<file path="src/rtl/linebuff_seq_pkg.sv">
// linebuff_seq_pkg: shared sequencer state encoding and constants.
// The FLUSH state exists only when LINEBUFF_SEQ_FLUSH_EN is defined.
package linebuff_seq_pkg;

  typedef enum logic [2:0] {
    IDLE   = 3'd0,
    ACTIVE = 3'd1,
    HBLANK = 3'd2,
`ifdef LINEBUFF_SEQ_FLUSH_EN
    FLUSH  = 3'd3,
`endif
    DONE   = 3'd4
  } lbState_e;

  // Number of zero-data strobes appended after the last line.
  localparam int unsigned FLUSH_LEN = 2;

  // Width of the shared blanking/flush cycle counter (H_GAP up to 15).
  localparam int unsigned AUX_W = 4;

endpackage

</file>
<file path="src/rtl/linebuff_seq_cnt.sv">
// linebuff_seq_cnt: wrap counter with synchronous clear and enable.
// Counts 0..max_i and wraps to 0. wrap_o flags an enabled step taken at max_i.
module linebuff_seq_cnt #(
  parameter int unsigned WIDTH = 12
) (
  input  logic             clk,
  input  logic             rst_n,
  input  logic             clr_i,
  input  logic             en_i,
  input  logic [WIDTH-1:0] max_i,
  output logic [WIDTH-1:0] cnt_o,
  output logic             wrap_o
);

  logic [WIDTH-1:0] cnt_q, cnt_d;
  logic             atMax;

  assign atMax  = (cnt_q == max_i);
  assign wrap_o = en_i & atMax;
  assign cnt_o  = cnt_q;

  // Next count: clear wins, otherwise step or wrap when enabled.
  always_comb begin
    cnt_d = cnt_q;
    if (clr_i) begin
      cnt_d = '0;
    end else if (en_i) begin
      cnt_d = atMax ? '0 : cnt_q + WIDTH'(1);
    end
  end

  // Count register with synchronous active-low reset.
  always_ff @(posedge clk) begin
    if (!rst_n) begin
      cnt_q <= '0;
    end else begin
      cnt_q <= cnt_d;
    end
  end

endmodule

</file>
<file path="src/rtl/linebuff_seq.sv">
// linebuff_seq: turns an upstream valid/ready pixel stream into line-buffer
// write strobes, with H_GAP blanking cycles between lines and frame pulses.
// Define LINEBUFF_SEQ_FLUSH_EN to append a 2-cycle zero-data flush after the
// last line; without it the sequencer goes straight from ACTIVE to DONE.
module linebuff_seq
  import linebuff_seq_pkg::*;
#(
  parameter int unsigned DATA_WIDTH = 8,
  parameter int unsigned LINE_CNT   = 12,
  parameter int unsigned H_GAP      = 2
) (
  input  logic                  clk,
  input  logic                  rst_n,
  input  logic                  start_i,
  input  logic [LINE_CNT-1:0]   h_size_i,
  input  logic [LINE_CNT-1:0]   v_size_i,
  input  logic                  s_valid_i,
  input  logic [DATA_WIDTH-1:0] s_data_i,
  output logic                  s_ready_o,
  output logic                  ce_o,
  output logic [DATA_WIDTH-1:0] data_pixel_o,
  output logic                  first_ln_o,
  output logic                  rd_en_o,
  output logic [LINE_CNT-1:0]   h_size_o,
  output logic                  busy_o,
  output logic                  line_done_o,
  output logic                  frame_done_o
);

  lbState_e              state_q, state_d;
  logic [AUX_W-1:0]      aux_q, aux_d;
  logic [LINE_CNT-1:0]   hSize_q, hSize_d;
  logic [LINE_CNT-1:0]   vSize_q, vSize_d;
  logic                  ce_q, ce_d;
  logic [DATA_WIDTH-1:0] data_q, data_d;
  logic                  first_q, first_d;
  logic                  rd_q, rd_d;
  logic                  lineDone_q, lineDone_d;
  logic                  frameDone_q, frameDone_d;

  logic                  xfer;
  logic                  startAcc;
  logic                  pixWrap;
  logic                  lineWrap;
  logic [LINE_CNT-1:0]   pixMax;
  logic [LINE_CNT-1:0]   lineMax;
  logic [LINE_CNT-1:0]   lineCnt;
  // Only the pixel counter's wrap is needed; its position is not used.
  logic [LINE_CNT-1:0]   unusedPixCnt;

  assign xfer     = s_valid_i & (state_q == ACTIVE);
  assign startAcc = start_i & (state_q == IDLE);
  assign pixMax   = hSize_q - LINE_CNT'(1);
  assign lineMax  = vSize_q - LINE_CNT'(1);

  linebuff_seq_cnt #(.WIDTH(LINE_CNT)) u_pixCnt (
    .clk    (clk),
    .rst_n  (rst_n),
    .clr_i  (startAcc),
    .en_i   (xfer),
    .max_i  (pixMax),
    .cnt_o  (unusedPixCnt),
    .wrap_o (pixWrap)
  );

  linebuff_seq_cnt #(.WIDTH(LINE_CNT)) u_lineCnt (
    .clk    (clk),
    .rst_n  (rst_n),
    .clr_i  (startAcc),
    .en_i   (pixWrap),
    .max_i  (lineMax),
    .cnt_o  (lineCnt),
    .wrap_o (lineWrap)
  );

  // Next-state and registered-output decode for the frame sequencer.
  always_comb begin
    state_d     = state_q;
    aux_d       = aux_q;
    hSize_d     = hSize_q;
    vSize_d     = vSize_q;
    ce_d        = xfer;
    data_d      = xfer ? s_data_i : '0;
    first_d     = xfer & (lineCnt == '0);
    rd_d        = xfer & (lineCnt != '0);
    lineDone_d  = pixWrap;
    frameDone_d = (state_q == DONE);

    case (state_q)
      IDLE: begin
        if (start_i) begin
          hSize_d = h_size_i;
          vSize_d = v_size_i;
          aux_d   = '0;
          if ((h_size_i != '0) && (v_size_i != '0)) begin
            state_d = ACTIVE;
          end else begin
            state_d = DONE;
          end
        end
      end
      ACTIVE: begin
        if (pixWrap) begin
          aux_d = '0;
          if (lineWrap) begin
`ifdef LINEBUFF_SEQ_FLUSH_EN
            state_d = FLUSH;
`else
            state_d = DONE;
`endif
          end else begin
            state_d = HBLANK;
          end
        end
      end
      HBLANK: begin
        if (aux_q == AUX_W'(H_GAP - 1)) begin
          aux_d   = '0;
          state_d = ACTIVE;
        end else begin
          aux_d = aux_q + AUX_W'(1);
        end
      end
`ifdef LINEBUFF_SEQ_FLUSH_EN
      FLUSH: begin
        ce_d    = 1'b1;
        rd_d    = 1'b1;
        first_d = 1'b0;
        data_d  = '0;
        if (aux_q == AUX_W'(FLUSH_LEN - 1)) begin
          aux_d   = '0;
          state_d = DONE;
        end else begin
          aux_d = aux_q + AUX_W'(1);
        end
      end
`endif
      DONE: begin
        state_d = IDLE;
      end
      default: begin
        state_d = IDLE;
      end
    endcase
  end

  // State and output registers, all cleared by the synchronous reset.
  always_ff @(posedge clk) begin
    if (!rst_n) begin
      state_q     <= IDLE;
      aux_q       <= '0;
      hSize_q     <= '0;
      vSize_q     <= '0;
      ce_q        <= 1'b0;
      data_q      <= '0;
      first_q     <= 1'b0;
      rd_q        <= 1'b0;
      lineDone_q  <= 1'b0;
      frameDone_q <= 1'b0;
    end else begin
      state_q     <= state_d;
      aux_q       <= aux_d;
      hSize_q     <= hSize_d;
      vSize_q     <= vSize_d;
      ce_q        <= ce_d;
      data_q      <= data_d;
      first_q     <= first_d;
      rd_q        <= rd_d;
      lineDone_q  <= lineDone_d;
      frameDone_q <= frameDone_d;
    end
  end

  assign s_ready_o    = (state_q == ACTIVE);
  assign busy_o       = (state_q != IDLE);
  assign ce_o         = ce_q;
  assign data_pixel_o = data_q;
  assign first_ln_o   = first_q;
  assign rd_en_o      = rd_q;
  assign h_size_o     = hSize_q;
  assign line_done_o  = lineDone_q;
  assign frame_done_o = frameDone_q;

endmodule

</file>
<file path="config.mk">
export PLATFORM = sky130hd
export DESIGN_NAME = linebuff_seq
export DESIGN_NICKNAME = d
export VERILOG_FILES = /design/src/rtl/linebuff_seq_pkg.sv /design/src/rtl/linebuff_seq_cnt.sv /design/src/rtl/linebuff_seq.sv
export SDC_FILE = /design/constraint.sdc
export NUM_CORES = 1
export LEC_CHECK = 0
export ABC_AREA = 1
export ABC_CLOCK_PERIOD_IN_PS = 3700
export BUFFER_PORTS_ARGS = -buffer_cell sky130_fd_sc_hd__buf_4
export CAP_MARGIN = 40
export CELL_PAD_IN_SITES_DETAIL_PLACEMENT = 1
export CELL_PAD_IN_SITES_GLOBAL_PLACEMENT = 2
export CORE_MARGIN = 4
export CORE_UTILIZATION = 31
export CTS_BUF_LIST = sky130_fd_sc_hd__clkbuf_16
export CTS_CLUSTER_DIAMETER = 100
export DETAILED_ROUTE_END_ITERATION = 6
export GPL_TIMING_DRIVEN = 0
export HOLD_SLACK_MARGIN = 0.08
export PLACE_DENSITY_LB_ADDON = 0.1
export SKIP_LAST_GASP = 1
export SYNTH_ARGS = -nofsm -noshare
export SYNTH_HDL_FRONTEND = slang
export SYNTH_HIERARCHICAL = 1
export SYNTH_SLANG_ARGS = --single-unit
</file>
<file path="constraint.sdc">
create_clock -name clk -period 3.7 [get_ports clk]
set_input_delay 0.74 -clock clk [delete_from_list [all_inputs] [get_ports clk]]
set_output_delay 0.74 -clock clk [all_outputs]
set_load 0.1 [all_outputs]
</file>
==> summary.md, run 1 <==
| Metric | Value |
|---|---|
| Status | finished, final reports clean |
| Initial Util | 0.316 |
| Post-synth net total | 611 |
| Synthesized area | 3780 sq um |
| Leakage | 0.00221 uW |
| DRC | 0 |
| Setup TNS | 0 ps |
| Post-synth EDFFs | 0 |
| Vias in the first global route | 3742 |
| Longest Clk Path Bufs | 2 |
| Clk slew on worst S/H paths | 60 ps |
| Async SR Flop Fraction | 0 |
| Tcrit/Tclk final | 0.878 |
| First-pass GRT wire length | 18800 um |
| CP arrival | 3470 ps |
| PwrDens | 658 nW/um^2 |
| Commonest cells post-synth | 131 x nand2_1, 93 x inv_1, 92 x nor2_1, 68 x dfxtp_1, 37 x nand3_1 |
| Post-Synthesis Cells | 569 |
| Layout Area Growth over Synthesis | 25.2% |
| Final instance area | 4730 sq um |
| Setup slack, reg-to-reg | 450 ps |
| Gpl congestion | 0.758 |
| Row count | 40 |
| Area after DPL | 4430 sq um |
| Initial antenna violation count | 0 |
| Clk sinks | 68 |
| Vias | 3675 |
| Routed WL | 11200 um |
| Max Slew Vio Count | 0 |
| Antenna diodes | 0 |
| Clock latency on the worst-skew pair | 330 ps |
| Slew HR | 0.620 |
| IO Port Bufs | 62 |
| Crit Path Category | flip-flop to flip-flop |
| Final setup viols | 0 |
| Post-synth top flop | dfxtp_1 |
| I/O pins | 63 |
| R2r startpoint | h_size_o[0] |
| CORE AREA | 12000 sq um |
| Classification of the worst-slack hold path | flip-flop to flip-flop |
| Worst setup EP type | flip-flop |
| Hold Buf Count CTS | 0 |
| H-tree levels | 3 |
| Hold Vio Cnt, Final | 0 |
| Post-synth top area share | 0.360 |
| Maximum clock frequency | 0.308 GHz |
| Die Area | 14000 sq um |
| Worst hold endpoint | vSize_q[10] |
| Total GRT Usage | 0.167 |
| Max Cap Violations | 0 |
| Iter 0 DRT Violations | 102 |
| Syn avg cell area | 6.64 sq um |
| Root buffer cell | clkbuf_16 |
| # fillers | 1519 |
| WP data required | 3930 ps |
| Sequential share of the synthesized area | 0.360 |
| Pin count of the biggest net entering global routing | 11 |
| Final critical-path required period | 3250 ps |
| Hold path cells | 2 |
| Die Wd | 118 um |
| Synth top area cells | dfxtp_1 36%, nand2_1 13%, inv_1 9.2% |
| Top-count cell post-synth | nand2_1 |
| HP Start | vSize_q[10] |
| GRT overflow | 0 |
| Via density | 4.62 |
| Worst flop-to-flop path endpoint | u_lineCnt/cnt_o[7] |
| WL per Instance | 14.0 um |
| Layout cells sized above 1 | 0.157 |
| Fin nets | 686 |
| Peak VDD IR | 0.187 mV |
| Unrepaired setup endpoints after global routing | false |
| Largest area contributor in the netlist | dfxtp_1 |
| Die height | 118 um |
| Max FO, Critical Path | 10 |
| Synthesis warning total | 6 |
| Post-Route Skew | 4.99 ps |
| Post-route ant nets | 0 |
| Drt pass-1 iters | 4 |
| TritonCTS clock tree | built |
| Setup crit start kind | flip-flop |
| Post-synth cell types | 32 |
| TritonCTS Buffers | 9 |
| #FFs+latches synth | 68 |
| FF-to-FF path depth | 23 |
| DP Wirelength | 8950 um |
| Slew @ Worst Pin | 570 ps |
## cells in the final DEF, fill, tap and decap left out, types with 2 or more instances in the layout
cell type and n:
nand2_1 131, inv_1 95, nor2_1 92, dfxtp_1 68, buf_4 66, nand3_1 36, xor2_1 31, a21oi_1 31
o21ai_1 15, clkbuf_16 9, nand4_1 7, buf_6 7, nor3_1 6, or2_0 6, ha_1 6, o21ai_0 5
xnor2_1 4, inv_2 3, nor2_2 3, o21ai_2 3, nand2_2 3, nor3_4 2, nand3_2 2, clkbuf_1 2
and2_0 2, clkinv_1 2, nor4_1 2, o22ai_1 2, mux2i_1 2
## flip-flops by register name, indices dropped and copies added (netlist names)
name             count
data_pixel_o         8
rd_en_o              1
state_q              3
u_pixCnt/cnt_o      12
vSize_q             12
h_size_o            12
frame_done_o         1
line_done_o          1
u_lineCnt/cnt_o     12
ce_o                 1
first_ln_o           1
aux_q                4
## cell families after synthesis
| kind of cell | after synthesis | synth area share |
|---|---|---|
| simple gates | 294 | 0.331 |
| buf+inv | 107 | 0.122 |
| flops | 68 | 0.360 |
| compound gates | 57 | 0.0802 |
| xor+xnor | 35 | 0.0812 |
| fa+ha+maj | 6 | 0.0199 |
| mux | 2 | 0.00530 |
## per-layer routing
layer,GRT usage,up-vias,part of all wire
li1,-,1899,-
met1,0.233,1694,0.51
met2,0.248,71,0.42
met3,0.0435,11,0.059
met4,0.0608,0,0.015
met5,0,-,0
## layout make-up
class                   count  area, sq um  area share
flip-flops and latches     68         1360       0.288
repair buffers             64          480       0.102
plain buffers              11          101      0.0214
clock buffers               9          225      0.0476
clock inverters             6         50.0      0.0106
multi-input cells         394         1970       0.416
inverters                  96          360      0.0762
well taps                 147          184      0.0389
## repair_timing
action | in CTS | in global routing
setup buffers | 0 | 2
gates resized for setup | 0 | 3
setup endpoints to repair | 0 | 12
## report_power, final
part	total (uW)	internal (uW)	switching, uW
logic	1400	425	972
registers	891	814	76.7
clock network	824	507	317
## per-stage QoR
stage | hold slack, ps | instances | utilization | setup slack (ps) | total power, uW
3_3_place_gp | 477 | 778 | 0.370 | 449 | 2270
2_1_floorplan | 448 | 569 | - | 370 | 1940
6_report | 501 | 795 | 0.395 | 453 | 3110
5_1_grt | 529 | 795 | 0.395 | 15.0 | 3350
3_5_place_dp | 496 | 778 | 0.370 | 321 | 2290
4_1_cts | 505 | 793 | 0.393 | 275 | 3140
## worst max path at each step
stage,start,to,cells past startpoint
floorplan,h_size_o[0],u_lineCnt/cnt_o[4],23
detailed placement,h_size_o[0],u_lineCnt/cnt_o[7],23
CTS,h_size_o[0],u_lineCnt/cnt_o[7],23
global route,h_size_o[0],u_lineCnt/cnt_o[4],23
finish,h_size_o[0],u_lineCnt/cnt_o[7],23
global placement,h_size_o[0],u_lineCnt/cnt_o[7],23
## critical path, cell delays in order, from the launching register on
cell and delay [ps]:
dfxtp_1 350, inv_2 130, ha_1 220, nand3_2 150
nor3_4 230, nor2b_1 200, xor2_1 200, inv_1 60
nand2_1 50, nand2_1 60, nor2_1 150, nand2_1 70
nor2_1 110, nand2_1 100, inv_1 110, buf_4 190
nand2_1 70, nor2_1 100, nand2_1 60, nor2_1 90
nand2_1 110, nand2_2 120, buf_6 160, nor2_1 50
(Power assumes the default switching activity.)
==> inputs of run 2 (changes only) <==
--- a/config.mk
+++ b/config.mk
@@ -11,7 +11,7 @@
 export CAP_MARGIN = 40
 export CELL_PAD_IN_SITES_DETAIL_PLACEMENT = 1
 export CELL_PAD_IN_SITES_GLOBAL_PLACEMENT = 2
-export CORE_MARGIN = 4
+export CORE_MARGIN = 5
 export CORE_UTILIZATION = 31
 export CTS_BUF_LIST = sky130_fd_sc_hd__clkbuf_16
 export CTS_CLUSTER_DIAMETER = 100
==> run 2 against run 1 <==
Compared with the run above: wire length grew 0.57%; clock skew is 2.7 ps higher; combinational power about the same; largest cell class unchanged; cell area is 1.0% lower; critical path type unchanged; clock-buffer cell count unchanged; worst setup slack better by 25 ps; critical path depth did not move; die area is 3.4% higher.
==> summary.md, run 2 (synthesized netlist as in run 1, its figures left out) <==
| Metric | Value |
|---|---|
| Status | finished, final reports clean |
| Critical Path Most Common Cell | nand2_1 |
| Net Sw Power | 1360 uW (-0.10%) |
| Comb pwr share | 0.456 (+0.007) |
| Switching share of total power | 0.451 (+0.0121) |
| Sequential fraction of design power | 0.295 (+0.009) |
| DRC | 0 (unchanged) |
| WL per Instance | 14.2 um (+0.95%) |
| Crit-path cells | inv_2 > ha_1 > nand3_1 > nor3_4 > nor2b_1 > xor2_1 > inv_1 > nand2_1 > nand2_1 > nor2_1 > nand2_1 > nor2_1 > nand2_1 > inv_1 > buf_4 > nand2_1 > nor2_1 > nand2_1 > nor2_1 > nand2_1 > nand2_2 > buf_6 > nor2_1 |
| Fin nets | 684 (-0.29%) |
| Iter 0 DRT Violations | 154 (+51%) |
| Tcrit/Tclk final | 0.871 (-0.00671) |
| CORE AREA | 12000 sq um (unchanged) |
| FF-to-FF path depth | 23 (unchanged) |
| I/O pins | 63 (unchanged) |
| Commonest cells after routing, fill and taps aside | 131 x nand2_1, 93 x inv_1, 92 x nor2_1 |
| Vias | 3684 (+0.24%) |
| Die height | 120 um (+1.7%) |
| Area after DPL | 4430 sq um (unchanged) |
| GR Layer Usage met3 | 0.0463 (+0.00276) |
| Max Slew Vio Count | 0 (unchanged) |
| Via density | 4.65 (+0.62%) |
| Die Area | 14500 sq um (+3.4%) |
| WP depth | 23 (unchanged) |
| Die Wd | 120 um (+1.7%) |
| Max Cap Violations | 0 (unchanged) |
| Row count | 40 (unchanged) |
| Crit Path Category | flip-flop to flip-flop |
| Initial antenna violation count | 0 (unchanged) |
| Gpl congestion | 0.793 (+4.6%) |
| GRT busiest layer | met2 |
| Initial Util | 0.316 (unchanged) |
| Vias in the first global route | 3757 (+0.40%) |
| Max FO, Critical Path | 10 (unchanged) |
| H-tree levels | 3 (unchanged) |
| Leakage | 0.00218 uW (-1.4%) |
| CP max-delay cell | dfxtp_1 |
| IO Port Bufs | 62 (unchanged) |
| Setup crit start kind | flip-flop |
| Total GRT Usage | 0.161 (-0.00607) |
| Cells after DPL | 778 (unchanged) |
| Drt pass-1 iters | 4 (unchanged) |
| Maximum clock frequency | 0.310 GHz (+0.77%) |
| M2 GR Usage | 0.244 (-0.00415) |
| First-pass GRT wire length | 18400 um (-2.1%) |
| Post-route ant nets | 0 (unchanged) |
| Worst setup EP type | flip-flop |
| Max incr delay on CP | 350 ps (about the same) |
| TritonCTS Buffers | 9 (unchanged) |
| Fin Hold WS | 487 ps (-14.2 ps) |
| PwrDens | 646 nW/um^2 (-1.8%) |
| WP data required | 3930 ps (about the same) |
| Routed WL | 11200 um (+0.57%) |
| GRT overflow | 0 (unchanged) |
| Layout Area Growth over Synthesis | 23.9% |
| Final setup viols | 0 (unchanged) |
| Unrepaired setup endpoints after global routing | false |
| Final critical-path required period | 3220 ps (-24.8 ps) |
| Clk pwr share | 0.248 (-0.017) |
| Setup TNS | 0 ps (unchanged) |
| Pint | 1660 uW (-4.9%) |
| Clk slew on worst S/H paths | 60 ps (about the same) |
| Classification of the worst-slack hold path | flip-flop to flip-flop |
| DP Wirelength | 8980 um (+0.34%) |
| CP Buf/Inv Count | 5 (unchanged) |
| Postcts setup bufs | 0 (unchanged) |
| Final Non-Filler Cells | 792 (-0.38%) |
| Slew @ Worst Pin | 584 ps (+14.3 ps) |
| CP arrival | 3450 ps (-20 ps) |
| Pin count of the biggest net entering global routing | 11 (unchanged) |
| Layout cells sized above 1 | 0.155 (-0.00237) |
| Root buffer cell | clkbuf_16 |
| TritonCTS clock tree | built |
| Slew HR | 0.611 (-0.00951) |
| Final instance area | 4680 sq um (-1.0%) |
| Antenna diodes | 0 (unchanged) |
| Clk sinks | 68 (unchanged) |
| Clock latency on the worst-skew pair | 340 ps (about the same) |
| Post-Route Skew | 7.72 ps (+2.73 ps) |
| Worst path top cell family by delay | simple AND/OR/NAND/NOR gates |
| Hold Vio Cnt, Final | 0 (unchanged) |
| Grt met1 use | 0.217 (-0.0157) |
| Commonest non-fill, non-tap cell in the layout | nand2_1 |
| Longest Clk Path Bufs | 2 (unchanged) |
| Peak VDD IR | 0.216 mV (+16%) |
| Hold path cells | 2 (unchanged) |
| Overall power | 3030 uW (-2.8%) |
==> run 2: area by class of cell <==
class	instances	area, sq um
fill	1558	7280
multi-input combinational	394	1960
sequential	68	1360
timing repair buffer	62	465
inverter	96	360
clock buffer	9	225
tap	147	184
buffer	11	101
clock inverter	5	22.5
==> run 2: final timing paths <==
kind         slack, ps        start                 end
max reg2reg        480  h_size_o[0]  u_lineCnt/cnt_o[8]
min reg2reg        490  vSize_q[10]         vSize_q[10]
min                490  vSize_q[10]         vSize_q[10]
max                480  h_size_o[0]  u_lineCnt/cnt_o[8]
==> run 2: metal layers <==
metal  up-vias  wire [um]  part of all wire
met1      1708       5670              0.50
met4         0        148             0.013
met5         -          0                 0
met2        73       4740              0.42
met3        12        674             0.060
li1       1891          -                 -
==> run 2: through the flow <==
stage                     setup WS [ps]  utilization
after floorplan                     370            -
after global placement              446        0.370
after detailed placement            345        0.370
after CTS                           310        0.391
after global routing               82.4        0.391
final                               478        0.391
==> run 2: what timing repair did <==
| item | in CTS | in global routing |
|---|---|---|
| setup endpoints to repair | 0 | 11 |
| gates resized for setup | 0 | 2 |
| hold buffers | 0 | 0 |
==> run 2: tightest hold or removal path: stages (launching register included) <==
cell	delay, ps
dfxtp_1	320
inv_1	70
a21oi_1	50
==> run 2: power groups by stage <==
| stage | Combinational [uW] | Clock [uW] | Sequential (uW) |
|---|---|---|---|
| after floorplan | 791 | 0 | 1150 |
| after global placement | 1360 | 0 | 903 |
| after detailed placement | 1380 | 0 | 906 |
| after CTS | 1400 | 777 | 891 |
| after global routing | 1530 | 814 | 905 |
| final | 1380 | 752 | 893 |
